<file path="src/rtl/counter_seq_ctrl.sv">
// Sequencing controller for an up/down counter: paces enable pulses with a prescaler
// and stops or turns around when the fed-back count reaches the latched target.
module counter_seq_ctrl #(
    parameter int WIDTH    = 6,
    parameter int PRESCALE = 25_000_000
) (
    input  logic             clk,
    input  logic             rst,
    input  logic             start,
    input  logic             stop,
    input  logic             hold,
    input  logic [1:0]       mode,
    input  logic [WIDTH-1:0] target,
    input  logic [WIDTH-1:0] count,
    output logic             enable,
    output logic             direction,
    output logic             busy,
    output logic             done
);

    localparam int PW = (PRESCALE > 2) ? $clog2(PRESCALE) : 1;
    localparam logic [PW-1:0] PRESC_LAST = PW'(PRESCALE - 1);

    localparam logic [1:0] M_UP_ONCE   = 2'b00;
    localparam logic [1:0] M_DOWN_ONCE = 2'b01;
    localparam logic [1:0] M_PING_PONG = 2'b10;

    typedef enum logic [1:0] {
        S_IDLE = 2'b00,
        S_UP   = 2'b01,
        S_DOWN = 2'b10
    } state_t;

    state_t           state_q, state_d;
    logic [PW-1:0]    presc_q, presc_d;
    logic [1:0]       mode_q, mode_d;
    logic [WIDTH-1:0] target_q, target_d;
    logic             enable_q, enable_d;
    logic             direction_q, direction_d;
    logic             busy_q, busy_d;
    logic             done_q, done_d;

    logic tick;
    logic hit_target;
    logic at_zero;

    assign tick       = (presc_q == PRESC_LAST) && !hold;
    assign hit_target = (count == target_q);
    assign at_zero    = (count == '0);

    always_ff @(posedge clk) begin
        if (rst) begin
            state_q     <= S_IDLE;
            presc_q     <= '0;
            mode_q      <= '0;
            target_q    <= '0;
            enable_q    <= 1'b0;
            direction_q <= 1'b1;
            busy_q      <= 1'b0;
            done_q      <= 1'b0;
        end else begin
            state_q     <= state_d;
            presc_q     <= presc_d;
            mode_q      <= mode_d;
            target_q    <= target_d;
            enable_q    <= enable_d;
            direction_q <= direction_d;
            busy_q      <= busy_d;
            done_q      <= done_d;
        end
    end

    always_comb begin
        state_d     = state_q;
        presc_d     = presc_q;
        mode_d      = mode_q;
        target_d    = target_q;
        enable_d    = 1'b0;
        direction_d = direction_q;
        busy_d      = busy_q;
        done_d      = 1'b0;

        case (state_q)
            S_IDLE: begin
                if (start && !stop) begin
                    mode_d   = mode;
                    target_d = target;
                    presc_d  = '0;
                    busy_d   = 1'b1;
                    if (mode == M_DOWN_ONCE) begin
                        state_d     = S_DOWN;
                        direction_d = 1'b0;
                    end else begin
                        state_d     = S_UP;
                        direction_d = 1'b1;
                    end
                end
            end

            S_UP, S_DOWN: begin
                if (stop) begin
                    // Abort beats any tick landing in the same cycle.
                    state_d     = S_IDLE;
                    presc_d     = '0;
                    direction_d = 1'b1;
                    busy_d      = 1'b0;
                end else if (!hold) begin
                    presc_d = tick ? '0 : presc_q + 1'b1;
                    if (tick) begin
                        enable_d = 1'b1;
                        if (state_q == S_UP) begin
                            if (mode_q == M_UP_ONCE && hit_target) begin
                                enable_d    = 1'b0;
                                done_d      = 1'b1;
                                state_d     = S_IDLE;
                                presc_d     = '0;
                                direction_d = 1'b1;
                                busy_d      = 1'b0;
                            end else if (mode_q == M_PING_PONG && hit_target) begin
                                // Turnaround pulse already counts down.
                                state_d     = S_DOWN;
                                direction_d = 1'b0;
                            end
                        end else begin
                            if ((mode_q == M_PING_PONG) ? at_zero : hit_target) begin
                                enable_d    = 1'b0;
                                done_d      = 1'b1;
                                state_d     = S_IDLE;
                                presc_d     = '0;
                                direction_d = 1'b1;
                                busy_d      = 1'b0;
                            end
                        end
                    end
                end
            end

            default: begin
                state_d     = S_IDLE;
                presc_d     = '0;
                direction_d = 1'b1;
                busy_d      = 1'b0;
            end
        endcase
    end

    assign enable    = enable_q;
    assign direction = direction_q;
    assign busy      = busy_q;
    assign done      = done_q;

endmodule

</file>
<file path="config.mk">
export PLATFORM = sky130hd
export DESIGN_NAME = counter_seq_ctrl
export DESIGN_NICKNAME = d
export VERILOG_FILES = /design/src/rtl/counter_seq_ctrl.sv
export SDC_FILE = /design/constraint.sdc
export NUM_CORES = 1
export LEC_CHECK = 0
export CAP_MARGIN = 10
export CORE_MARGIN = 10
export CORE_UTILIZATION = 55
export DETAILED_ROUTE_END_ITERATION = 12
export PLACE_DENSITY = 0.79
export SETUP_SLACK_MARGIN = 0.15
export SYNTH_ARGS = -nofsm -noshare
export SYNTH_HDL_FRONTEND = slang
export SYNTH_SLANG_ARGS = --single-unit
</file>
<file path="constraint.sdc">
create_clock -name clk -period 2.7 [get_ports clk]
set_clock_uncertainty 0.05 [all_clocks]
set_input_delay 0.54 -clock clk [delete_from_list [all_inputs] [get_ports clk]]
set_output_delay 0.54 -clock clk [all_outputs]
set_load 0.02 [all_outputs]
</file>
== Word-level counts from Yosys, hierarchy flattened ==
Cells that the tools add are included.

* Output and inout bits: 4
* Word-level logic and storage cells: 82
* Flip-flop bits (word level): 39
* Input bits: 19

* Equal/unequal tests: 12
* Reduce and logical (&&, ||, !) cells: 15
* Add/subtract/negate cells: 1
* Bitwise gates (word level): 2
* Multiplexer cells: 44

{| class="wikitable"
|+ Operators with widths
! cell !! number
|-
| 2-to-1 mux 25 bit || 8
|-
| one-hot mux 25 bit (2 select lines) || 1
|-
| adder 25 x 1 -> 25 bit (second input constant) || 1
|-
| == test 25 bit (second input constant) || 1
|-
| 2-to-1 mux 1 bit || 23
|-
| 2-to-1 mux 2 bit || 9
|-
| AND reduction 5 bit || 2
|-
| inequality test 4 bit (second input constant) || 2
|-
| == test 6 bit || 1
|-
| zero test 6 bit || 1
|-
| inequality test 3 bit (second input constant) || 2
|-
| inequality test 5 bit (second input constant) || 1
|-
| OR reduction 5 bit || 1
|-
| == test 2 x 1 -> 1 bit (second input constant) || 2
|-
| == test 2 bit (second input constant) || 2
|-
| logical AND 1 bit || 4
|-
| zero test 2 bit || 2
|-
| one-hot mux 1 bit (2 select lines) || 2
|-
| one-hot mux 2 bit (2 select lines) || 1
|-
| AND reduction 2 bit || 2
|-
| zero test 1 bit || 2
|-
| inequality test 2 bit (second input constant) || 1
|-
| inverter 1 bit || 2
|-
| OR reduction 2 bit || 1
|}

== Logic depth before layout (Yosys ltp) ==
* Depth after elaboration: 9
* Gate-level depth with buffers: 9
* Mapped depth without buffers: 8

== Worst setup path after synthesis ==
Ideal clock, no wire load.

* Path type: register -> register
* From: register presc_q[0]
* To: register state_q[1]
* Arrival time: 1857 ps
* Path slack: 676 ps
* Required time: 2533 ps
* Period minus slack after synthesis: 2024 ps
* Stages on the path, launching flop included: 8
* Path buffers: 0
* Library setup time: 117 ps
* Cells stage by stage: dfxtp_1 > ha_1 > nand4_1 > or4_4 > nor3_4 > nand2_1 > o31a_1 > a22o_1

* Longest elaborated chain between the ends: 4

{| class="wikitable"
|+ Ends and longest elaborated chain
! item !! line !! source
|-
| from (decl) || 35 || <nowiki>logic [PW-1:0] presc_q, presc_d;</nowiki>
|-
| from (signal assigned) || 63 || <nowiki>presc_q <= presc_d;</nowiki>
|-
| == test 25 bit || 47 || <nowiki>assign tick = (presc_q == PRESC_LAST) && !hold;</nowiki>
|-
| logical AND 1 bit || 47 ||
|-
| inequality test 3 bit (no source line) || - ||
|-
| AND reduction 5 bit (no source line) || - ||
|-
| to (signal assigned) || 62 || <nowiki>state_q <= state_d;</nowiki>
|-
| to (decl) || 34 || <nowiki>state_t state_q, state_d;</nowiki>
|}

Every way passes these cells.
A chain may end at the register's enable or synchronous reset.

== Worst setup path after layout ==
* From: input count[0]
* To: register state_q[0]

* Longest elaborated chain between the ends: 8
* Elaborated cells between the ends (all ways): 14
* Those cells by class: eq/ne (3); mux (7); reduce/logical (4)

{| class="wikitable"
|+ Ends and longest elaborated chain
! item !! line !! source
|-
| from (decl) || 14 || <nowiki>input logic [WIDTH-1:0] count,</nowiki>
|-
| == test 6 bit || 48 || <nowiki>assign hit_target = (count == target_q);</nowiki>
|-
| logical AND 1 bit || 112 || <nowiki>if (mode_q == M_UP_ONCE && hit_target) begin</nowiki>
|-
| 2-to-1 mux 2 bit || 112 ||
|-
| 2-to-1 mux 2 bit || 111 || <nowiki>if (state_q == S_UP) begin</nowiki>
|-
| 2-to-1 mux 2 bit || 109 || <nowiki>if (tick) begin</nowiki>
|-
| 2-to-1 mux 2 bit || 107 || <nowiki>end else if (!hold) begin</nowiki>
|-
| 2-to-1 mux 2 bit || 101 || <nowiki>if (stop) begin</nowiki>
|-
| one-hot mux 2 bit (2 select lines) || 83 || <nowiki>case (state_q)</nowiki>
|}

Parallel ways exist; a longest one is shown, timed or not. The select of a mux whose other input is x is not followed.

==> flow_metrics.py <==
metrics = {
    "clock_network": {
        "cts-hold-fix-buffers": 0,
        "ctsLongestPathBuffers": 2,
        "cts_buf_count": 5,
        "cts_repair_resize_count": 0,
        "clock_tree.htree_level_count": 2,
        "clk_pin_slew_ps": 110,
        "cts_tree": "yes",
        "clk_root_buffer_cell": "sky130_fd_sc_hd__clkbuf_4",
        "source_to_sink_clock_delay_at_the_later_pin_of_the_worst_skew_pair_ps": 340,
        "clock-sinks": 39,
        "post-cts-setup-buffers": 0,
    },
    "place": {
        "final_gp_congestion": 0.8855,
        "post_detail_place_hpwl_um": 2829,
        "placed_instance_count": 285,
        "numPortBuffers": 22,
    },
    "power_and_ir_drop": {
        "leakagePower_nw": 0.8733,
        "internal_power_uw": 848.4,
        "pwr-share-comb_pct": 25.2,
        "clock_power_share_pct": 23.8,
        "switching_share_pct": 30.91,
        "seq_power_share_pct": 51.1,
        "netSwitchingPower_uw": 379.6,
        "worst_vdd_ir_v": 0.0003601,
        "power-per-cell-area_nw_per_um2": 540.2,
    },
    "logic_synthesis": {
        "async_reset_ff_share_pct": 0,
        "ys_ff_latch": 39,
        "synthFlopType": "sky130_fd_sc_hd__dfxtp_1",
        "synthesis.instances": 216,
        "synth.cell_area_um2": 1912,
        "synth-warning-count": 0,
        "synth.yosys.seq_area_share_pct": 40.84,
        "synthesis.nets": 239,
        "number_of_flops_mapped_to_enable_cells_by_yosys": 0,
        "postSynthAreaPerCell_um2": 8.851,
        "ys_types": 41,
    },
    "die": {
        "die-area_um2": 6235,
        "dieHeight_um": 78.96,
        "rows": 21,
        "coreArea_um2": 3337,
        "boundaryPins": 23,
        "die_width_um": 78.96,
        "starting_density_pct": 57.29,
    },
    "cells_and_area": {
        "nets": 269,
        "antenna_cells_inserted": 0,
        "area_growth_pct": 18.91,
        "finish.cell_count_without_fillers": 293,
        "most-common-layout-cells": "sky130_fd_sc_hd__nor2_1, sky130_fd_sc_hd__dfxtp_1, sky130_fd_sc_hd__clkdlybuf4s50_1",
        "layout_cells_sized_above_1_pct": 7.287,
        "final_common_cell": "sky130_fd_sc_hd__nor2_1",
        "count_of_filler_cells_inserted_in_the_layout": 297,
    },
    "critical_path": {
        "cp.arrival_ps": 2460,
        "crit-reg2reg-launch": "presc_q[0]",
        "worst_ep_required_time_ps": 2920,
        "rrSetupSlack_ps": 500,
        "capture_point_of_the_worst_path": "state_q[0]",
        "startpoint_type": "primary input",
        "worstSetupStartpoint": "count[0]",
        "r2r_end": "state_q[1]",
        "crit_path_end_kind": "flip-flop",
        "critical_path_class": "in -> reg",
        "worstPathMaxFanout": 4,
        "timing.reg2reg.worst_path_depth": 7,
    },
    "detailed_routing": {
        "via_density_per_instance": 5.249,
        "firstDrtPassIters": 4,
        "routed_wirelength_um": 3770,
        "vias": 1538,
        "average_wire_per_cell_in_the_routed_design_um": 12.87,
        "drc": 0,
        "drt_first_iter_violations": 90,
        "route.antenna.remaining_nets": 0,
    },
    "timing": {
        "timing.final.hold_violations": 0,
        "fin_crit_ps": 2237,
        "grt_setup_unrepaired": "false",
        "setup_viol_count_final": 0,
        "finalCritPeriodShare_pct": 82.87,
        "actual_slew_at_the_worst_max_slew_pin_ps": 538.7,
        "max_freq_mhz": 446.9,
        "worst_slew_margin_rel_pct": 63.98,
        "slew_violations": 0,
        "setup_total_negative_slack_ps": 0,
    },
    "global_routing": {
        "grt_overflow": 0,
        "grt_pass1_wl_um": 6665,
        "grt_use_total_pct": 12.96,
        "largest_net_degree_at_the_start_of_global_routing": 26,
        "vias_in_the_first_global_route": 1511,
        "antenna_found_initial": 0,
    },
    "job": {
        "max_cap_viols": 0,
    },
    "outcome": {
        "outcome": "finished clean",
    },
    "min_path": {
        "timing.hold.worst.class": "reg -> reg",
    },
}
[power groups by stage]
stage,Sequential [mW],Combinational (mW),Clock [mW]
finish,0.627,0.309,0.292
detailed placement,0.640,0.309,0
floorplan,0.646,0.198,0
global route,0.632,0.347,0.329
CTS,0.627,0.311,0.301
global placement,0.639,0.304,0
[critical path, stage by stage]
cell	delay [ps]
sky130_fd_sc_hd__clkdlybuf4s50_1	500
sky130_fd_sc_hd__xnor2_1	140
sky130_fd_sc_hd__nand4_1	180
sky130_fd_sc_hd__or3_1	360
sky130_fd_sc_hd__a31o_2	270
sky130_fd_sc_hd__or3_1	350
sky130_fd_sc_hd__a21oi_1	120
[kinds of logic after synthesis]
| kind of cell | after synthesis | share of synthesized area [%] |
|---|---|---|
| flip-flops | 39 | 40.84 |
| AO/OA/AOI/OAI | 22 | 8.574 |
| XOR/XNOR | 30 | 13.74 |
| multiplexers | 8 | 4.189 |
| AND/OR/NAND/NOR | 104 | 27.81 |
| adder cells (fa/ha/maj) | 4 | 2.618 |
| buffers and inverters | 9 | 2.225 |
[layout make-up]
type,instances,area [um2],area share [%]
clock buffers,6,41.29,1.816
clock inverters,2,12.51,0.5504
inverters,4,15.01,0.6604
multi-input cells,168,1089,47.88
flip-flops and latches,39,780.7,34.34
well taps,46,57.56,2.532
repair buffers,28,277.8,12.22
[metrics by stage]
step                hold WS (ps)  setup slack, ps  util, %  power, mW  cell area [um2]
floorplan                  403.6            676.1        -     0.8431             1912
global placement           395.8            177.5    66.52     0.9431             2220
detailed placement         393.6            128.9    66.52     0.9490             2220
CTS                        409.8            478.9    68.13      1.239             2273
global route               426.1            299.9    68.13      1.308             2273
finish                     404.9            462.5    68.13      1.228             2273
[state kept, by name, indices dropped and copies added, names as in the netlist]
name,count
mode_q,2
state_q,2
done,1
busy,1
enable,1
target_q,6
direction,1
presc_q,25
[cell usage after synthesis, types with 2 or more instances]
cell type	n	area share, %
sky130_fd_sc_hd__nand2_1	15	2.9
sky130_fd_sc_hd__and3_1	7	2.3
sky130_fd_sc_hd__and4_1	2	0.92
sky130_fd_sc_hd__nand2b_1	7	2.3
sky130_fd_sc_hd__nor2_1	41	8.0
sky130_fd_sc_hd__dfxtp_1	39	41
sky130_fd_sc_hd__a21oi_1	6	1.6
sky130_fd_sc_hd__xnor2_1	15	6.9
sky130_fd_sc_hd__nand3_1	7	1.8
sky130_fd_sc_hd__and2_1	3	0.98
sky130_fd_sc_hd__clkbuf_1	2	0.39
sky130_fd_sc_hd__nor4_1	3	0.98
sky130_fd_sc_hd__nor2b_1	2	0.65
sky130_fd_sc_hd__or3_1	2	0.65
sky130_fd_sc_hd__nand3b_1	2	0.79
sky130_fd_sc_hd__o21ai_0	4	1.0
sky130_fd_sc_hd__inv_1	4	0.79
sky130_fd_sc_hd__buf_4	2	0.79
sky130_fd_sc_hd__ha_1	4	2.6
sky130_fd_sc_hd__xor2_1	15	6.9
sky130_fd_sc_hd__nand4_1	7	2.3
sky130_fd_sc_hd__mux2i_1	8	4.2
[layer usage]
layer	up-vias	share of wire, %	track usage [%]
li1	800	-	-
met1	694	48	16.31
met3	6	7.0	4.842
met2	38	44	19.82
met5	-	0	0
met4	0	1.4	4.480
[worst min path at each step]
stage / cells after the start / end / startpoint
floorplan: 2 / presc_q[1] / presc_q[1]
detailed placement: 2 / direction / direction
finish: 2 / direction / direction
global route: 2 / direction / direction
CTS: 2 / direction / direction
global placement: 2 / direction / direction
No activity file was read; power rests on OpenSTA's default activity.
